## src/rtl/dmem_arbiter.sv

```systemverilog
// rtl/dmem_arbiter.sv - data_memory port arbiter between the CPU and the equalizer accelerator
// Optional build macro DMEM_ARB_STATS_EN adds saturating activity counters.
module dmem_arbiter #(
   parameter int DW           = 32,
   parameter int AW           = 32,
   parameter int MAX_BURST    = 16,
   parameter int STARVE_LIMIT = 8
) (
   input  logic          clk,
   input  logic          reset,
   input  logic          cpu_req,
   input  logic          cpu_we,
   input  logic [AW-1:0] cpu_addr,
   input  logic [DW-1:0] cpu_wdata,
   output logic [DW-1:0] cpu_rdata,
   output logic          cpu_stall,
   input  logic          acc_req,
   input  logic          acc_we,
   input  logic [AW-1:0] acc_addr,
   input  logic [DW-1:0] acc_wdata,
   input  logic          acc_last,
   output logic          acc_gnt,
   output logic [DW-1:0] acc_rdata,
   output logic          acc_rvalid,
   output logic          mem_we,
   output logic [AW-1:0] mem_addr,
   output logic [DW-1:0] mem_wdata,
   input  logic [DW-1:0] mem_rdata
`ifdef DMEM_ARB_STATS_EN
   ,
   output logic [31:0]   stat_acc_beats,
   output logic [31:0]   stat_cpu_stalls,
   output logic [15:0]   stat_forced
`endif
);

   typedef enum logic [1:0] {S_IDLE, S_BURST, S_YIELD} state_t;

   localparam logic [7:0] MAX_B    = 8'(MAX_BURST);
   localparam logic [7:0] STARVE_L = 8'(STARVE_LIMIT);

   state_t     state_q, state_d;
   logic [7:0] beat_q, beat_d;
   logic [7:0] starve_q, starve_d;
   logic       cpu_gnt, acc_gnt_w, forced;

   always_comb begin
      state_d   = state_q;
      beat_d    = beat_q;
      cpu_gnt   = 1'b0;
      acc_gnt_w = 1'b0;
      forced    = 1'b0;
      case (state_q)
         S_IDLE: begin
            beat_d = 8'd0;
            if (acc_req && starve_q == STARVE_L) begin
               forced    = 1'b1;
               acc_gnt_w = 1'b1;
            end else if (cpu_req) begin
               cpu_gnt = 1'b1;
            end else if (acc_req) begin
               acc_gnt_w = 1'b1;
            end
            if (acc_gnt_w && !acc_last) begin
               state_d = S_BURST;
               beat_d  = 8'd1;
            end
         end
         S_BURST: begin
            if (acc_req) begin
               acc_gnt_w = 1'b1;
               beat_d    = beat_q + 8'd1;
               if (acc_last) begin
                  state_d = S_IDLE;
                  beat_d  = 8'd0;
               end else if (beat_q + 8'd1 == MAX_B) begin
                  state_d = S_YIELD;
               end
            end else begin
               // accelerator dropped mid-burst: it must rearbitrate from IDLE
               cpu_gnt = cpu_req;
               state_d = S_IDLE;
               beat_d  = 8'd0;
            end
         end
         S_YIELD: begin
            state_d = S_IDLE;
            beat_d  = 8'd0;
            if (cpu_req) begin
               cpu_gnt = 1'b1;
            end else if (acc_req) begin
               acc_gnt_w = 1'b1;
            end
            if (acc_gnt_w && !acc_last) begin
               state_d = S_BURST;
               beat_d  = 8'd1;
            end
         end
         default: begin
            state_d = S_IDLE;
            beat_d  = 8'd0;
         end
      endcase
      if (reset) begin
         cpu_gnt   = 1'b0;
         acc_gnt_w = 1'b0;
         forced    = 1'b0;
      end
   end

   always_comb begin
      starve_d = 8'd0;
      if (acc_req && !acc_gnt_w) begin
         starve_d = (starve_q >= STARVE_L) ? STARVE_L : starve_q + 8'd1;
      end
   end

   always_ff @(posedge clk) begin
      if (reset) begin
         state_q  <= S_IDLE;
         beat_q   <= 8'd0;
         starve_q <= 8'd0;
      end else begin
         state_q  <= state_d;
         beat_q   <= beat_d;
         starve_q <= starve_d;
      end
   end

   assign acc_gnt    = acc_gnt_w;
   assign acc_rvalid = acc_gnt_w & ~acc_we;
   assign cpu_stall  = cpu_req & ~cpu_gnt & ~reset;
   assign cpu_rdata  = mem_rdata;
   assign acc_rdata  = mem_rdata;
   assign mem_we     = cpu_gnt ? cpu_we    : (acc_gnt_w ? acc_we    : 1'b0);
   assign mem_addr   = cpu_gnt ? cpu_addr  : (acc_gnt_w ? acc_addr  : '0);
   assign mem_wdata  = cpu_gnt ? cpu_wdata : (acc_gnt_w ? acc_wdata : '0);

`ifdef DMEM_ARB_STATS_EN
   logic [31:0] acc_beats_q, cpu_stalls_q;
   logic [15:0] forced_q;

   always_ff @(posedge clk) begin
      if (reset) begin
         acc_beats_q  <= 32'd0;
         cpu_stalls_q <= 32'd0;
         forced_q     <= 16'd0;
      end else begin
         if (acc_gnt_w && acc_beats_q != 32'hFFFF_FFFF) acc_beats_q <= acc_beats_q + 32'd1;
         if (cpu_stall && cpu_stalls_q != 32'hFFFF_FFFF) cpu_stalls_q <= cpu_stalls_q + 32'd1;
         if (forced && forced_q != 16'hFFFF) forced_q <= forced_q + 16'd1;
      end
   end

   assign stat_acc_beats  = acc_beats_q;
   assign stat_cpu_stalls = cpu_stalls_q;
   assign stat_forced     = forced_q;
`endif

endmodule
```

## config.mk

```make
export PLATFORM = sky130hd
export DESIGN_NAME = dmem_arbiter
export DESIGN_NICKNAME = d
export VERILOG_FILES = /design/src/rtl/dmem_arbiter.sv
export SDC_FILE = /design/constraint.sdc
export NUM_CORES = 1
export LEC_CHECK = 0
export ABC_CLOCK_PERIOD_IN_PS = 2700
export BUFFER_PORTS_ARGS = -buffer_cell sky130_fd_sc_hd__buf_2
export CAP_MARGIN = 20
export CORE_AREA = 2 2 116 118
export DETAILED_ROUTE_END_ITERATION = 12
export DIE_AREA = 0 0 118 120
export GPL_ROUTABILITY_DRIVEN = 0
export HOLD_SLACK_MARGIN = 0.1
export PLACE_DENSITY = 0.49
export SYNTH_ARGS = -nofsm -noshare
export SYNTH_HDL_FRONTEND = slang
export SYNTH_SLANG_ARGS = --single-unit
```

## constraint.sdc

```tcl
create_clock -name clk -period 2.7 [get_ports clk]
set_clock_uncertainty 0.15 [all_clocks]
set_input_delay 0.135 -clock clk [delete_from_list [all_inputs] [get_ports clk]]
set_output_delay 0.135 -clock clk [all_outputs]
set_load 0.02 [all_outputs]
```

Yosys cells after proc, flatten, opt, wreduce, memory -nomap -nowiden
Cells that the tools add are included.

Register bits after elaboration: 18. Bits in latches: 0. Memory bits (writable): 0. ROM bits: 0. Logic and storage cells: 60. Memories: 0.

$add $sub $neg: 2. $mul: 0. Divide/modulo/power cells: 0. $lt $le $gt $ge: 1. Equal/unequal tests: 6. Shift operators: 0. Mux-type cells: 30. Bitwise gates (word level): 7. Reductions and logical operators: 10.

Operators with widths (count): $mux W32 (4); $pmux W8 S3 (1); $add A8 B1 Y8 const B (2); $mux W8 (2); $mux W1 (15); $eq A8 B4 Y1 const B (1); $eq A8 B5 Y1 const B (1); $ge A8 B4 Y1 const B (1); $mux W2 (4); $pmux W1 S3 (2); $pmux W2 S3 (1); $logic_and A1 B1 Y1 (4); $mux W4 (1); $ne A4 B4 Y1 const B (1); $not A1 Y1 (4); $and A1 B1 Y1 (3); $reduce_or A3 Y1 (1); $eq A2 B1 Y1 const B (1); $eq A2 B2 Y1 const B (1); $logic_not A1 Y1 (2); $logic_not A2 Y1 (1); $ne A2 B2 Y1 const B (1); $reduce_and A2 Y1 (1); $reduce_or A2 Y1 (1).

Logic depth before layout (Yosys ltp)
Gate-level depths: netlist of run 1.

Depth in word-level cells: 10. Depth in mapped cells: 8. Gate-level depth less buffers: 6.

Worst setup path before layout of run 1
OpenSTA, ideal clock, no wires.

Path kind: reg2out. From: register starve_q[7]. To: output port acc_rvalid. Arrival: 1981 ps. Required time: 2415 ps. Setup slack: 434 ps. Cell stages (with the launch flop): 6. Path buffers: 1. Path through: dfxtp_1 -> or4_4 -> or3_4 -> a21oi_4 -> buf_2 -> nor2b_1.

Word-level cells in the longest chain between the ends: 7.

RTL lines: from (decl) (line 44) `logic [7:0] starve_q, starve_d;`; from (signal assigned) (line 126) `starve_q <= starve_d;`; $eq A8 B4 Y1 (line 56) `if (acc_req && starve_q == STARVE_L) begin`; $logic_and A1 B1 Y1 (line 56); $mux W1 (line 56); $mux W1 (line 53) `case (state_q)`; $pmux W1 S3 (line 53); $mux W1 (line 104) `if (reset) begin`; net acc_gnt (line 22) `output logic acc_gnt,`; $and A1 B1 Y1 (line 131) `assign acc_rvalid = acc_gnt_w & ~acc_we;`; to (decl) (line 24) `output logic acc_rvalid,`.

The timed path passes the listed nets, and every way through them passes these cells. The select of a mux whose other input is x is not followed.

Worst setup path after layout of run 1
From: register starve_q[7]. To: output port mem_wdata[2].

Word-level cells in the longest chain between the ends: 8.

RTL lines: $eq A8 B4 Y1 * (line 56); $logic_and A1 B1 Y1 * (line 56); $mux W1 (line 56); $mux W1 (line 53); $pmux W1 S3 (line 53); $mux W1 (line 104); $mux W32 (line 137) `assign mem_wdata = cpu_gnt ? cpu_wdata : (acc_gnt_w ? acc_wdata : '0);`; $mux W32 * (line 137); to (decl) (line 27) `output logic [DW-1:0] mem_wdata,`.

Mark *: on every way between the ends. The rest lies on a longest branch, timed or not. The select of a mux whose other input is x is not followed.

==> results of run 1 <==
## metal layers
metal | part of all wire | vias up | GRT usage | wire, um
li1 | - | 1030 | - | -
met5 | 0 | - | 0 | 0
met3 | 0.091 | 6 | 0.0333 | 723
met2 | 0.49 | 153 | 0.170 | 3920
met4 | 0.0048 | 0 | 0.00904 | 38
met1 | 0.41 | 1036 | 0.129 | 3260
## layout make-up
cell class              instances  area, sq um  area share
multi-input cells             126          997       0.361
well taps                     176          220      0.0796
flip-flops and latches         18          360       0.130
clock buffers                   4         88.8      0.0321
repair buffers                206         1080       0.389
inverters                       6         22.5     0.00814
## worst register-to-register path, delay by kind of cell (launching register included)
family	cells	cell delay [ns]
simple gates	3	1.04
compound gates	1	0.19
buf+inv	1	0.24
flops	1	0.30
## report_power, final
group          switching (mW)  internal, mW
registers             0.00250         0.271
logic                   0.202         0.171
clock network          0.0941         0.225
## sequential cells by signal, summed over array words and instances (netlist names)
name      count
state_q       2
starve_q      8
beat_q        8
## logic make-up after synthesis
kind of cell | count (synthesis) | share of synthesized area
AOI/OAI and AO/OA | 77 | 0.348
muxes | 1 | 0.00588
adders and majority gates | 3 | 0.0196
buffers and inverters | 85 | 0.305
DFF | 18 | 0.188
xor gates and xnor gates | 6 | 0.0275
and+or+nand+nor | 35 | 0.104
other | 1 | 0.00196
## cells in the final DEF (no fill, tap or decap), drive strengths merged, types with 3 or more instances in the layout
master    n
a21oi     4
nand2     3
ha        3
nor2     12
buf     205
dfxtp    18
a22o     65
conb      4
clkbuf    4
xor2      4
inv       6
or4       3
## timing repair
action	4_1_cts	5_1_grt
buffers inserted	0	0
pin swaps	0	0
hold buffers	1	0
endpoints found under the setup margin	1	17
resized for setup	1	2
hold endpoints to repair	2	0
## final timing paths
check,start,end,cells after the start
worst max-delay path,starve_q[7],mem_wdata[2],6
worst min-delay path,cpu_req,state_q[0],3
worst max register to register,starve_q[7],starve_q[3],5
worst min register to register,starve_q[0],starve_q[0],1
==> flow_summary.toml, run 1 <==
[setup_path]
start_kind = "register"
path_cells = "or4_4 > or3_4 > a21oi_4 > buf_12 > a22o_1 > buf_2"
worstPathArrival_ns = 2.31
crit_fanout = 36
cpLargestDelayFamily = "simple AND/OR/NAND/NOR gates"
cp_num_buf_inv = 2
slowest_stage = "or4_4"
cp.required_ns = 2.41
rrSetupSlack_ns = 0.67
slowest_delay_ns = 0.55
cp-end-kind = "primary output"
path_class = "register to primary output"

[power]
power_mw = 0.966
p_leak_nw = 1.47
p_per_area_mw_per_mm2 = 349
max-vdd-ir-drop_uv = 374

[final_layout]
synthToLayoutAreaGrowth_pct = 44.4
antenna-diode-count = 0
num-fill-cells = 1456
post-route-util = 0.213
drive_above_1_share = 0.606
final_area_sq_mm = 0.00277
instances_no_fill = 536
fin_nets = 531

[detailed_routing]
drtAntennaViolNets = 0
wl_um = 7940
dr_total_vias = 2225
drt-wirelength-per-cell_um = 14.8
drc = 0
avgViaCountPerCell = 4.15
dr.pass1.iters = 4
drt_iter0_drc = 122

[synthesis]
netlist_area_sq_mm = 0.00191
synthCells = 226
netlist_top_cells_count = "a22o_1, buf_4, dfxtp_1, nor2_1, clkbuf_1"
synth_cell_types = 37
ys_seq_elements = 18
ys.warnings.count = 0
seq_area_frac_synth = 0.188
synth.top_cell.area_share = 0.297
synth-main-ff-cell = "dfxtp_1"
synth_edf_count = 0
synth_top_area_cell = "a22o_1"
postSynthAreaPerCell_sq_um = 8.47
netlist_top_cells_area = "a22o_1, buf_4, dfxtp_1"
async_flop_share = 0

[sta]
fin_crit_ns = 2.59
worst_pin_slew_ns = 0.524
setup_ws_ns = 0.107
fin_crit_sh = 0.960
clock.fmax_mhz = 386
rsz0062_at_grt = "false"
setup_tns_ns = 0
finalSetupViolCount = 0
whs_ns = 0.113
relSlewSlack = 0.642
maxSlewViolCount = 0
final_hold_viol_count = 0

[floorplanning]
initial_core_util = 0.147
die_x_um = 118
io_pins = 299
die_area_sq_mm = 0.0142
die_h_um = 120
core-area_sq_mm = 0.0130
rows = 42

[clock_tree]
cts-root-buf = "clkbuf_16"
clockBufferDepth = 2
tritoncts = "yes"
cts_htree_levels = 1
clk_latency_ns = 0.24
clkTransAtPathRegs_ns = 0.05
numCtsBuffers = 3
clock-sinks = 18

[global_route]
grt_pass1_vias = 2032
grtUsageTotal = 0.101
grt_overflow = 0
grt_antenna_before_repair = 0
grt_pass1_wl_um = 11700
grt_max_degree = 66

[placement]
place_hpwl_um = 6610
dp_cells = 531
pre_cts_ws_ns = 0.271
numPortBuffers = 202
placed_cell_area_sq_mm = 0.00265

[job]
maxCapViolCount = 0

[outcome]
status = "completed"

[min_path]
hold_path.class = "input pin to register"
No activity file was read; power rests on OpenSTA's default activity.
==> run 2, diff against run 1 <==
ABC_CLOCK_PERIOD_IN_PS = 3300   (was 2700)
CORE_AREA = 2 2 117 119   (was 2 2 116 118)
DIE_AREA = 0 0 119 121   (was 0 0 118 120)
clock period = 3.3 ns   (was 2.7 ns; I/O delays follow)
==> flow_summary.toml, run 2 (synthesis gave the netlist of run 1 again) <==
[outcome]
status = "completed"

[setup_path]
cp-end-kind = "primary output"
slowest_stage = "a21oi_4"
worstSetupStartpoint = "starve_q[0]"
reg2regPathDepth = 5
worstPathArrival_ns = 2.79
start_kind = "register"
crit_end = "mem_wdata[4]"
crit_fanout = 40
slowest_delay_ns = 0.59
cp.required_ns = 2.98
r2r_start = "starve_q[7]"
path_class = "register to primary output"
path_cells = "inv_1 > ha_1 > nand3b_1 > o31ai_1 > a21oi_4 > buf_4 > a22o_1 > buf_2"
rrSetupSlack_ns = 1.15
timing.rr.end = "starve_q[3]"

[final_layout]
fin_nets = 531
final_cell_mix = "buf_2, a22o_1, dfxtp_1, nor2_1, inv_1"
antenna-diode-count = 0
num-fill-cells = 1460
top_regs = "beat_q x8, starve_q x8, state_q x2"
synthToLayoutAreaGrowth_pct = 41.8
drive_above_1_share = 0.602
final_common_cell = "buf_2"
post-route-util = 0.207

[power]
comb_power_share = 0.406
power_mw = 0.768
p_int_mw = 0.517
sequentialPowerShare = 0.292
p_leak_nw = 1.45
switching_share = 0.326
p_per_area_mw_per_mm2 = 283
clkPwrFrac = 0.302
max-vdd-ir-drop_uv = 231
switching_power_mw = 0.250

[floorplanning]
die_area_sq_mm = 0.0144
core-area_sq_mm = 0.0131
io_pins = 299
die_h_um = 121
rows = 42
initial_core_util = 0.146
die_x_um = 119

[detailed_routing]
dr.pass1.iters = 4
avgViaCountPerCell = 4.09
drt-wirelength-per-cell_um = 19.1
drc = 0
wl_um = 10200
dr_total_vias = 2190
drtAntennaViolNets = 0
drt_iter0_drc = 89

[placement]
place_hpwl_um = 8930
pre_cts_ws_ns = 0.484
numPortBuffers = 202

[clock_tree]
cts_setup_buffers = 0
ctsResizeCount = 0
clkTransAtPathRegs_ns = 0.05
clk_latency_ns = 0.24
clockBufferDepth = 2
numCtsBuffers = 3
tritoncts = "yes"
cts_htree_levels = 1
hold_buffers = 1
clock-sinks = 18
cts-root-buf = "clkbuf_16"

[global_route]
grt_antenna_before_repair = 1
grt_pass1_vias = 2099
grtUsageTotal = 0.125
grt_overflow = 0
grt_max_degree = 43
grt_pass1_wl_um = 13400

[sta]
setup_ws_ns = 0.200
clock.fmax_mhz = 323
final_hold_viol_count = 0
setup_tns_ns = 0
finalSetupViolCount = 0
relSlewSlack = 0.528
fin_crit_sh = 0.940
rsz0062_at_grt = "false"
whs_ns = 0.141
fin_crit_ns = 3.10
worst_pin_slew_ns = 0.691
maxSlewViolCount = 0

[job]
maxCapViolCount = 0

[min_path]
hold_path.class = "input pin to register"
==> run 2: changes by cell type in the layout (fill, tap and decap cells not counted) <==
| cell | previous run | this run |
|---|---|---|
| buf_8 | 1 | 0 |
| buf_4 | 0 | 3 |
| clkbuf_8 | 1 | 0 |
| buf_12 | 2 | 0 |
| o31ai_2 | 1 | 0 |
| o31ai_1 | 0 | 1 |
==> run 2: layout make-up <==
class,count,area (sq um),area share
Tap cell,176,220,0.0811
Clock buffer,3,75.1,0.0277
Multi-Input combinational cell,126,992,0.366
Inverter,6,22.5,0.00830
Sequential cell,18,360,0.133
Timing Repair Buffer,206,1040,0.385
==> run 2: how the worst min path moves through the flow <==
stage                   from       endpoint  slack [ns]  cells past startpoint
2_1_floorplan       acc_last      beat_q[0]        0.18                      2
3_3_place_gp   mem_rdata[26]  cpu_rdata[26]        0.18                      0
3_5_place_dp   mem_rdata[26]  cpu_rdata[26]        0.18                      0
4_1_cts              cpu_req     state_q[0]        0.14                      3
5_1_grt              cpu_req     state_q[0]        0.16                      3
6_report             cpu_req     state_q[0]        0.14                      3
==> run 2: worst max-delay path: cells and delay by family, from the launching register on <==
family	cells	cell delay (ns)
compound gates	3	1.04
buf+inv	3	0.77
flops	1	0.37
fa+ha+maj	1	0.19
simple gates	1	0.13
==> run 2: layer usage <==
| layer | track usage | up-vias | share of wire | routed length [um] |
|---|---|---|---|---|
| li1 | - | 1031 | - | - |
| met1 | 0.165 | 1004 | 0.42 | 4290 |
| met2 | 0.185 | 141 | 0.44 | 4510 |
| met3 | 0.0663 | 12 | 0.13 | 1330 |
| met4 | 0.0164 | 2 | 0.0068 | 69 |
| met5 | 0 | - | 0.0013 | 13 |
==> run 2: through the flow <==
stage	std cells	cell area, sq um
after floorplan	229	1930
after CTS	535	2710
after global placement	531	2630
final	535	2710
after detailed placement	531	2630
after global routing	535	2710
==> run 2: power groups by stage <==
stage,Sequential (mW),Clock (mW),Combinational (mW)
6_report,0.224,0.232,0.311
5_1_grt,0.224,0.247,0.334
4_1_cts,0.224,0.236,0.315
3_5_place_dp,0.228,0,0.312
3_3_place_gp,0.228,0,0.312
2_1_floorplan,0.228,0,0.267
